### src/rtl/palette_pixel_sched.sv
// Per-pixel scheduler for the palette stage: two sprite ROM reads per pixel, then layer priority resolve.
// Optional build macro CHOOSER_BLINK_EN adds a frame counter that blinks the chooser outline.
module palette_pixel_sched #(
   parameter int SPR_W  = 64,
   parameter int SPR_H  = 64,
   parameter int ROM_AW = 13,
   parameter int BOX_W  = 64,
   parameter int BOX_H  = 64,
   parameter int BOX_T  = 2
) (
   input  logic              Clk,
   input  logic              Reset_n,
   input  logic              pixel_en,
   input  logic [9:0]        DrawX,
   input  logic [9:0]        DrawY,
   input  logic              cfg_we,
   input  logic [1:0]        cfg_sel,
   input  logic [9:0]        cfg_x,
   input  logic [9:0]        cfg_y,
   output logic [ROM_AW-1:0] rom_addr,
   input  logic [4:0]        rom_data,
   output logic [4:0]        palette_idx,
   output logic              is_background,
   output logic              is_chooser,
   output logic              out_valid,
   output logic              overrun,
   output logic [1:0]        o_dbg_state
);

   localparam int XW = $clog2(SPR_W);
   localparam int YW = $clog2(SPR_H);

   typedef enum logic [1:0] {
      S_IDLE    = 2'd0,
      S_RD0     = 2'd1,
      S_RD1     = 2'd2,
      S_RESOLVE = 2'd3
   } state_t;

   state_t            r_state;
   logic [9:0]        r_x0, r_y0, r_x1, r_y1, r_cx, r_cy;
   logic [2:0]        r_en;
   logic              r_hit0, r_hit1, r_chit;
   logic [ROM_AW-1:0] r_addr1;
   logic [ROM_AW-1:0] r_rom_addr;
   logic [4:0]        r_d0;
   logic [4:0]        r_palette_idx;
   logic              r_is_bg, r_is_ch, r_out_valid, r_overrun;

   logic [10:0]       w_px, w_py;
   logic              w_hit0, w_hit1, w_cin, w_cedge, w_chit, w_show_ch;
   logic [XW-1:0]     w_dx0, w_dx1;
   logic [YW-1:0]     w_dy0, w_dy1;
   logic [10:0]       w_cdx, w_cdy;
   logic [ROM_AW-1:0] w_addr0, w_addr1;
   logic [4:0]        w_d1;

   // Compare at 11 bits so a sprite near the right/bottom edge cannot wrap.
   assign w_px   = {1'b0, DrawX};
   assign w_py   = {1'b0, DrawY};
   assign w_hit0 = r_en[0] &&
                   (w_px >= {1'b0, r_x0}) && (w_px < ({1'b0, r_x0} + 11'(SPR_W))) &&
                   (w_py >= {1'b0, r_y0}) && (w_py < ({1'b0, r_y0} + 11'(SPR_H)));
   assign w_hit1 = r_en[1] &&
                   (w_px >= {1'b0, r_x1}) && (w_px < ({1'b0, r_x1} + 11'(SPR_W))) &&
                   (w_py >= {1'b0, r_y1}) && (w_py < ({1'b0, r_y1} + 11'(SPR_H)));
   assign w_dx0  = DrawX[XW-1:0] - r_x0[XW-1:0];
   assign w_dy0  = DrawY[YW-1:0] - r_y0[YW-1:0];
   assign w_dx1  = DrawX[XW-1:0] - r_x1[XW-1:0];
   assign w_dy1  = DrawY[YW-1:0] - r_y1[YW-1:0];
   assign w_addr0 = w_hit0 ? ROM_AW'({1'b0, w_dy0, w_dx0}) : '0;
   assign w_addr1 = w_hit1 ? ROM_AW'({1'b1, w_dy1, w_dx1}) : '0;

   assign w_cdx   = w_px - {1'b0, r_cx};
   assign w_cdy   = w_py - {1'b0, r_cy};
   assign w_cin   = (w_px >= {1'b0, r_cx}) && (w_px < ({1'b0, r_cx} + 11'(BOX_W))) &&
                    (w_py >= {1'b0, r_cy}) && (w_py < ({1'b0, r_cy} + 11'(BOX_H)));
   assign w_cedge = (w_cdx < 11'(BOX_T)) || (w_cdx >= 11'(BOX_W - BOX_T)) ||
                    (w_cdy < 11'(BOX_T)) || (w_cdy >= 11'(BOX_H - BOX_T));

`ifdef CHOOSER_BLINK_EN
   logic [5:0] r_frame;
   assign w_show_ch = ~r_frame[5];
   always_ff @(posedge Clk or negedge Reset_n) begin
      if (!Reset_n) begin
         r_frame <= '0;
      end else if (pixel_en && r_state == S_IDLE && DrawX == 10'd0 && DrawY == 10'd0) begin
         r_frame <= r_frame + 6'd1;
      end
   end
`else
   assign w_show_ch = 1'b1;
`endif

   assign w_chit = r_en[2] && w_cin && w_cedge && w_show_ch;
   assign w_d1   = r_hit1 ? rom_data : 5'd0;

   always_ff @(posedge Clk or negedge Reset_n) begin
      if (!Reset_n) begin
         r_x0 <= '0; r_y0 <= '0;
         r_x1 <= '0; r_y1 <= '0;
         r_cx <= '0; r_cy <= '0;
         r_en <= '0;
      end else if (cfg_we) begin
         case (cfg_sel)
            2'd0: begin r_x0 <= cfg_x; r_y0 <= cfg_y; end
            2'd1: begin r_x1 <= cfg_x; r_y1 <= cfg_y; end
            2'd2: begin r_cx <= cfg_x; r_cy <= cfg_y; end
            default: r_en <= cfg_x[2:0];
         endcase
      end
   end

   // The ROM address is registered one state ahead so each read lands in the next state.
   always_ff @(posedge Clk or negedge Reset_n) begin
      if (!Reset_n) begin
         r_state       <= S_IDLE;
         r_hit0        <= 1'b0;
         r_hit1        <= 1'b0;
         r_chit        <= 1'b0;
         r_addr1       <= '0;
         r_rom_addr    <= '0;
         r_d0          <= '0;
         r_palette_idx <= '0;
         r_is_bg       <= 1'b1;
         r_is_ch       <= 1'b0;
         r_out_valid   <= 1'b0;
         r_overrun     <= 1'b0;
      end else begin
         r_out_valid <= 1'b0;
         if (pixel_en && r_state != S_IDLE) r_overrun <= 1'b1;
         case (r_state)
            S_IDLE: begin
               if (pixel_en) begin
                  r_hit0     <= w_hit0;
                  r_hit1     <= w_hit1;
                  r_chit     <= w_chit;
                  r_addr1    <= w_addr1;
                  r_rom_addr <= w_addr0;
                  r_state    <= S_RD0;
               end
            end
            S_RD0: begin
               r_rom_addr <= r_addr1;
               r_state    <= S_RD1;
            end
            S_RD1: begin
               r_d0       <= r_hit0 ? rom_data : 5'd0;
               r_rom_addr <= '0;
               r_state    <= S_RESOLVE;
            end
            default: begin
               r_out_valid <= 1'b1;
               r_state     <= S_IDLE;
               if (r_chit) begin
                  r_is_ch       <= 1'b1;
                  r_is_bg       <= 1'b0;
                  r_palette_idx <= 5'd0;
               end else if (r_d0 != 5'd0) begin
                  r_is_ch       <= 1'b0;
                  r_is_bg       <= 1'b0;
                  r_palette_idx <= r_d0;
               end else if (w_d1 != 5'd0) begin
                  r_is_ch       <= 1'b0;
                  r_is_bg       <= 1'b0;
                  r_palette_idx <= w_d1;
               end else begin
                  r_is_ch       <= 1'b0;
                  r_is_bg       <= 1'b1;
                  r_palette_idx <= 5'd0;
               end
            end
         endcase
      end
   end

   assign rom_addr      = r_rom_addr;
   assign palette_idx   = r_palette_idx;
   assign is_background = r_is_bg;
   assign is_chooser    = r_is_ch;
   assign out_valid     = r_out_valid;
   assign overrun       = r_overrun;
   assign o_dbg_state   = r_state;

endmodule

### config.mk
export PLATFORM = sky130hd
export DESIGN_NAME = palette_pixel_sched
export DESIGN_NICKNAME = d
export VERILOG_FILES = /design/src/rtl/palette_pixel_sched.sv
export SDC_FILE = /design/constraint.sdc
export NUM_CORES = 1
export LEC_CHECK = 0
export BUFFER_PORTS_ARGS = -buffer_cell sky130_fd_sc_hd__buf_4
export CAP_MARGIN = 20
export CORE_MARGIN = 2
export CORE_UTILIZATION = 60
export CTS_CLUSTER_SIZE = 14
export DETAILED_ROUTE_END_ITERATION = 8
export PLACE_DENSITY = 0.81
export REMOVE_ABC_BUFFERS = 1
export SYNTH_ARGS = -nofsm -noshare
export SYNTH_HDL_FRONTEND = slang
export SYNTH_SLANG_ARGS = --single-unit
### constraint.sdc
create_clock -name Clk -period 4.1 [get_ports Clk]
set_clock_uncertainty 0.1 [all_clocks]
set_input_delay 0.82 -clock Clk [delete_from_list [all_inputs] [get_ports Clk]]
set_output_delay 0.82 -clock Clk [all_outputs]
set_load 0.01 [all_outputs]
==> summary.md <==
| Metric | Value |
|---|---|
| Outcome | finished clean |
| R2R depth | 8 |
| CP delay by family, top | compound AO/OA/AOI/OAI gates |
| Final core occ | 71.0% |
| Final worst setup slack | 0.631 ns |
| Core area | 12200 um^2 |
| First-pass GRT wire length | 32400 um |
| Area growth syn-to-layout | 14.4% |
| Reg2Reg Setup Slack | 0.71 ns |
| Async set-or-reset flop fraction in the synthesized netlist | 100% |
| WP data required | 4.30 ns |
| Clock Path Buffers | 2 |
| WS Path Type | input port to flip-flop |
| CTS HTree Levels | 3 |
| Pre-CTS WS | 0.349 ns |
| Warnings from Yosys | 0 |
| CTS Hold Bufs | 0 |
| Crit-path most repeated cell | inv_1 |
| CP Buf/Inv Count | 3 |
| Min Tclk post-route | 3.47 ns |
| Post-synthesis register bit count | 107 |
| Max FO, Critical Path | 10 |
| DRT Pass-1 Iters | 5 |
| Worst setup SP type | input port |
| Die width | 116 um |
| Reg2reg end | r_addr1[4]$_DFFE_PN0P_ |
| Simple-gate share of the synthesized area | 13.3% |
| Commonest cells after routing, fill and taps aside | 106 x dfrtp_1, 94 x ha_1, 88 x inv_1 |
| Routed vias/inst | 6.07 |
| Post-CTS Repair Setup Buffers | 0 |
| Routed WL | 19800 um |
| CTS tree | yes |
| Gp weighted congestion | 0.969 |
| Nets | 1014 |
| Initial antenna violation count | 0 |
| Clk slew on worst S/H paths | 0.08 ns |
| Final antenna-violating net count | 0 |
| Ys flop type | dfrtp_1 |
| Vias | 6292 |
| CP arrival | 3.67 ns |
| Slew @ Worst Pin | 0.822 ns |
| Syn Std Cell Area | 7550 um^2 |
| Pwr Density | 492 nW/um^2 |
| Worst-skew pair later-pin latency | 0.36 ns |
| Mapped Cells | 787 |
| Commonest non-fill, non-tap cell in the layout | dfrtp_1 |
| Vias in the first global route | 6327 |
| Mux cell area share after synthesis | 7.71% |
| CTS Root Cell | clkbuf_16 |
| Main combinational cell family by area after synthesis | compound AO/OA/AOI/OAI gates |
| Final period util | 84.6% |
| Mean routed wirelength per cell | 19.1 um |
| Distinct cells, synth | 67 |
| Post-synthesis xor/xnor area fraction | 3.71% |
| RSZ-0062 raised after global routing | false |
| Worst IR Drop VDD | 0.344 mV |
| Gr ovfl total | 0 |
| Placed cell area | 8310 um^2 |
| Worst reg2reg path startpoint | o_dbg_state[0]$_DFFE_PN0P_ |
| CTS sink count | 107 |
| Pins Over Slew Limit | 0 |
| Final Cell Area | 8640 um^2 |
| Area of the die | 13500 um^2 |
| Relative slew slack | 45.0% |
| Crit. End Element | flip-flop |
| Adder-cell area share of the yosys netlist | 17.2% |
| # DRC | 0 |
| Initial DRC Count | 541 |
| Ports | 75 |
| Compound-cell area share of the yosys netlist | 17.4% |
| Port Buf Inserts | 74 |
| Cts repair resizes | 0 |
| Initial Utilization | 62.1% |
| P_leak | 4.12 nW |
| HPWL after DPL | 15500 um |
| # diodes | 0 |
| Critical Path Stages | 12 |
| HP Class | input port to async pin |
| Critical Path Max Stage Delay | 0.70 ns |
| Total track usage | 31.2% |
| Fin. Hold Viols | 0 |
| Seq/Total Area, Yosys | 35.5% |
| Critical Path Source | DrawX[0] |
| CP Cell Sequence | buf_4 > inv_1 > ha_1 > inv_1 > fa_1 > a21oi_1 > o2111ai_1 > a221oi_1 > o21ai_0 > nand4b_1 > nor2_1 > a32o_1 |
| Last element of the critical path | r_addr1[4]$_DFFE_PN0P_ |
| Highest clock rate | 288 MHz |
| Syn Area/Cell | 9.59 um^2 |
| CTS Buf Count | 9 |
| Die height | 116 um |
| Row count | 40 |
| Fin Setup TNS | 0 ns |
| Crit-path slowest cell | nor2_1 |
| Max cap viols | 0 |
| Largest net degree at the start of global routing | 40 |
| EDFF count, synth | 0 |
| Final setup fails | 0 |
| Share of cells above drive strength 1 | 18.9% |
cell families (layout without fill, tap and decap cells):
logic type	after synthesis	in the layout
and+or+nand+nor	196	196
AOI/OAI and AO/OA	195	195
DFF	107	107
buffers and inverters	105	186
adders and majority gates	100	100
muxes	52	52
xor gates and xnor gates	32	32
flip-flops by register name, indices dropped and copies added, names as in the netlist:
signal / cells
r_y0: 10
r_y1: 10
r_cx: 10
rom_addr: 13
r_x1: 10
is_chooser: 1
out_valid: 1
r_hit1: 1
o_dbg_state: 2
r_cy: 10
is_background: 1
r_hit0: 1
r_chit: 1
r_en: 3
overrun: 1
r_addr1: 12
palette_idx: 5
r_x0: 10
r_d0: 5
synth_stat cells (8+ instances only):
library cell | count | area (um^2)
a211oi_1 | 9 | 67.6
a21o_1 | 13 | 97.6
a21oi_1 | 49 | 245
a22o_1 | 9 | 78.8
and3_1 | 8 | 50.1
clkbuf_1 | 16 | 60.1
dfrtp_1 | 106 | 2650
ha_1 | 94 | 1180
inv_1 | 88 | 330
mux2_2 | 49 | 552
nand2_1 | 44 | 165
nand2b_1 | 10 | 62.6
nand3_1 | 27 | 135
nor2_1 | 52 | 195
nor2b_1 | 8 | 50.1
nor3_1 | 10 | 50.1
o21ai_0 | 48 | 240
xnor2_1 | 21 | 184
xor2_1 | 11 | 96.3
power breakdown:
| part | leakage, nW | switching (mW) | internal (mW) | total, mW |
|---|---|---|---|---|
| clock network | 0.158 | 0.441 | 0.504 | 0.945 |
| registers | 1.35 | 0.155 | 1.26 | 1.41 |
| logic | 2.62 | 1.09 | 0.805 | 1.89 |
| total | 4.12 | 1.68 | 2.57 | 4.25 |
final cells by class:
cell class / count / area [um^2]
clock buffers: 10 / 239
clock inverters: 6 / 83.8
fillers: 977 / 3520
inverters: 89 / 334
multi-input cells: 575 / 4480
flip-flops and latches: 107 / 2680
well taps: 168 / 210
repair buffers: 81 / 608
how the worst min path moves through the flow:
stage	startpoint	end	slack [ns]	depth (start not counted)
6_report	Reset_n	palette_idx[1]$_DFFE_PN0P_	0.32	1
5_1_grt	Reset_n	palette_idx[1]$_DFFE_PN0P_	0.36	1
3_3_place_gp	overrun$_DFFE_PN0P_	overrun$_DFFE_PN0P_	0.34	1
4_1_cts	Reset_n	palette_idx[1]$_DFFE_PN0P_	0.34	1
3_5_place_dp	overrun$_DFFE_PN0P_	overrun$_DFFE_PN0P_	0.35	1
2_1_floorplan	r_addr1[5]$_DFFE_PN0P_	r_addr1[5]$_DFFE_PN0P_	0.34	2
per-stage QoR:
stage               hold WS [ns]  total power, mW  std cells
detailed placement         0.354             3.28       1020
global placement           0.340             3.21       1020
global route               0.357             4.55       1036
CTS                        0.341             4.24       1036
floorplan                  0.344             2.66        771
finish                     0.323             4.25       1036
layer usage:
metal	up-vias	share of wire, %	track usage (%)	wire length (um)
met5	-	0	0	0
met4	0	2.8	11.0	560
met3	48	4.7	5.24	939
met2	206	48	52.4	9410
met1	3072	45	41.0	8890
li1	2966	-	-	-
Note: power is estimated with default switching activity, not from simulation.
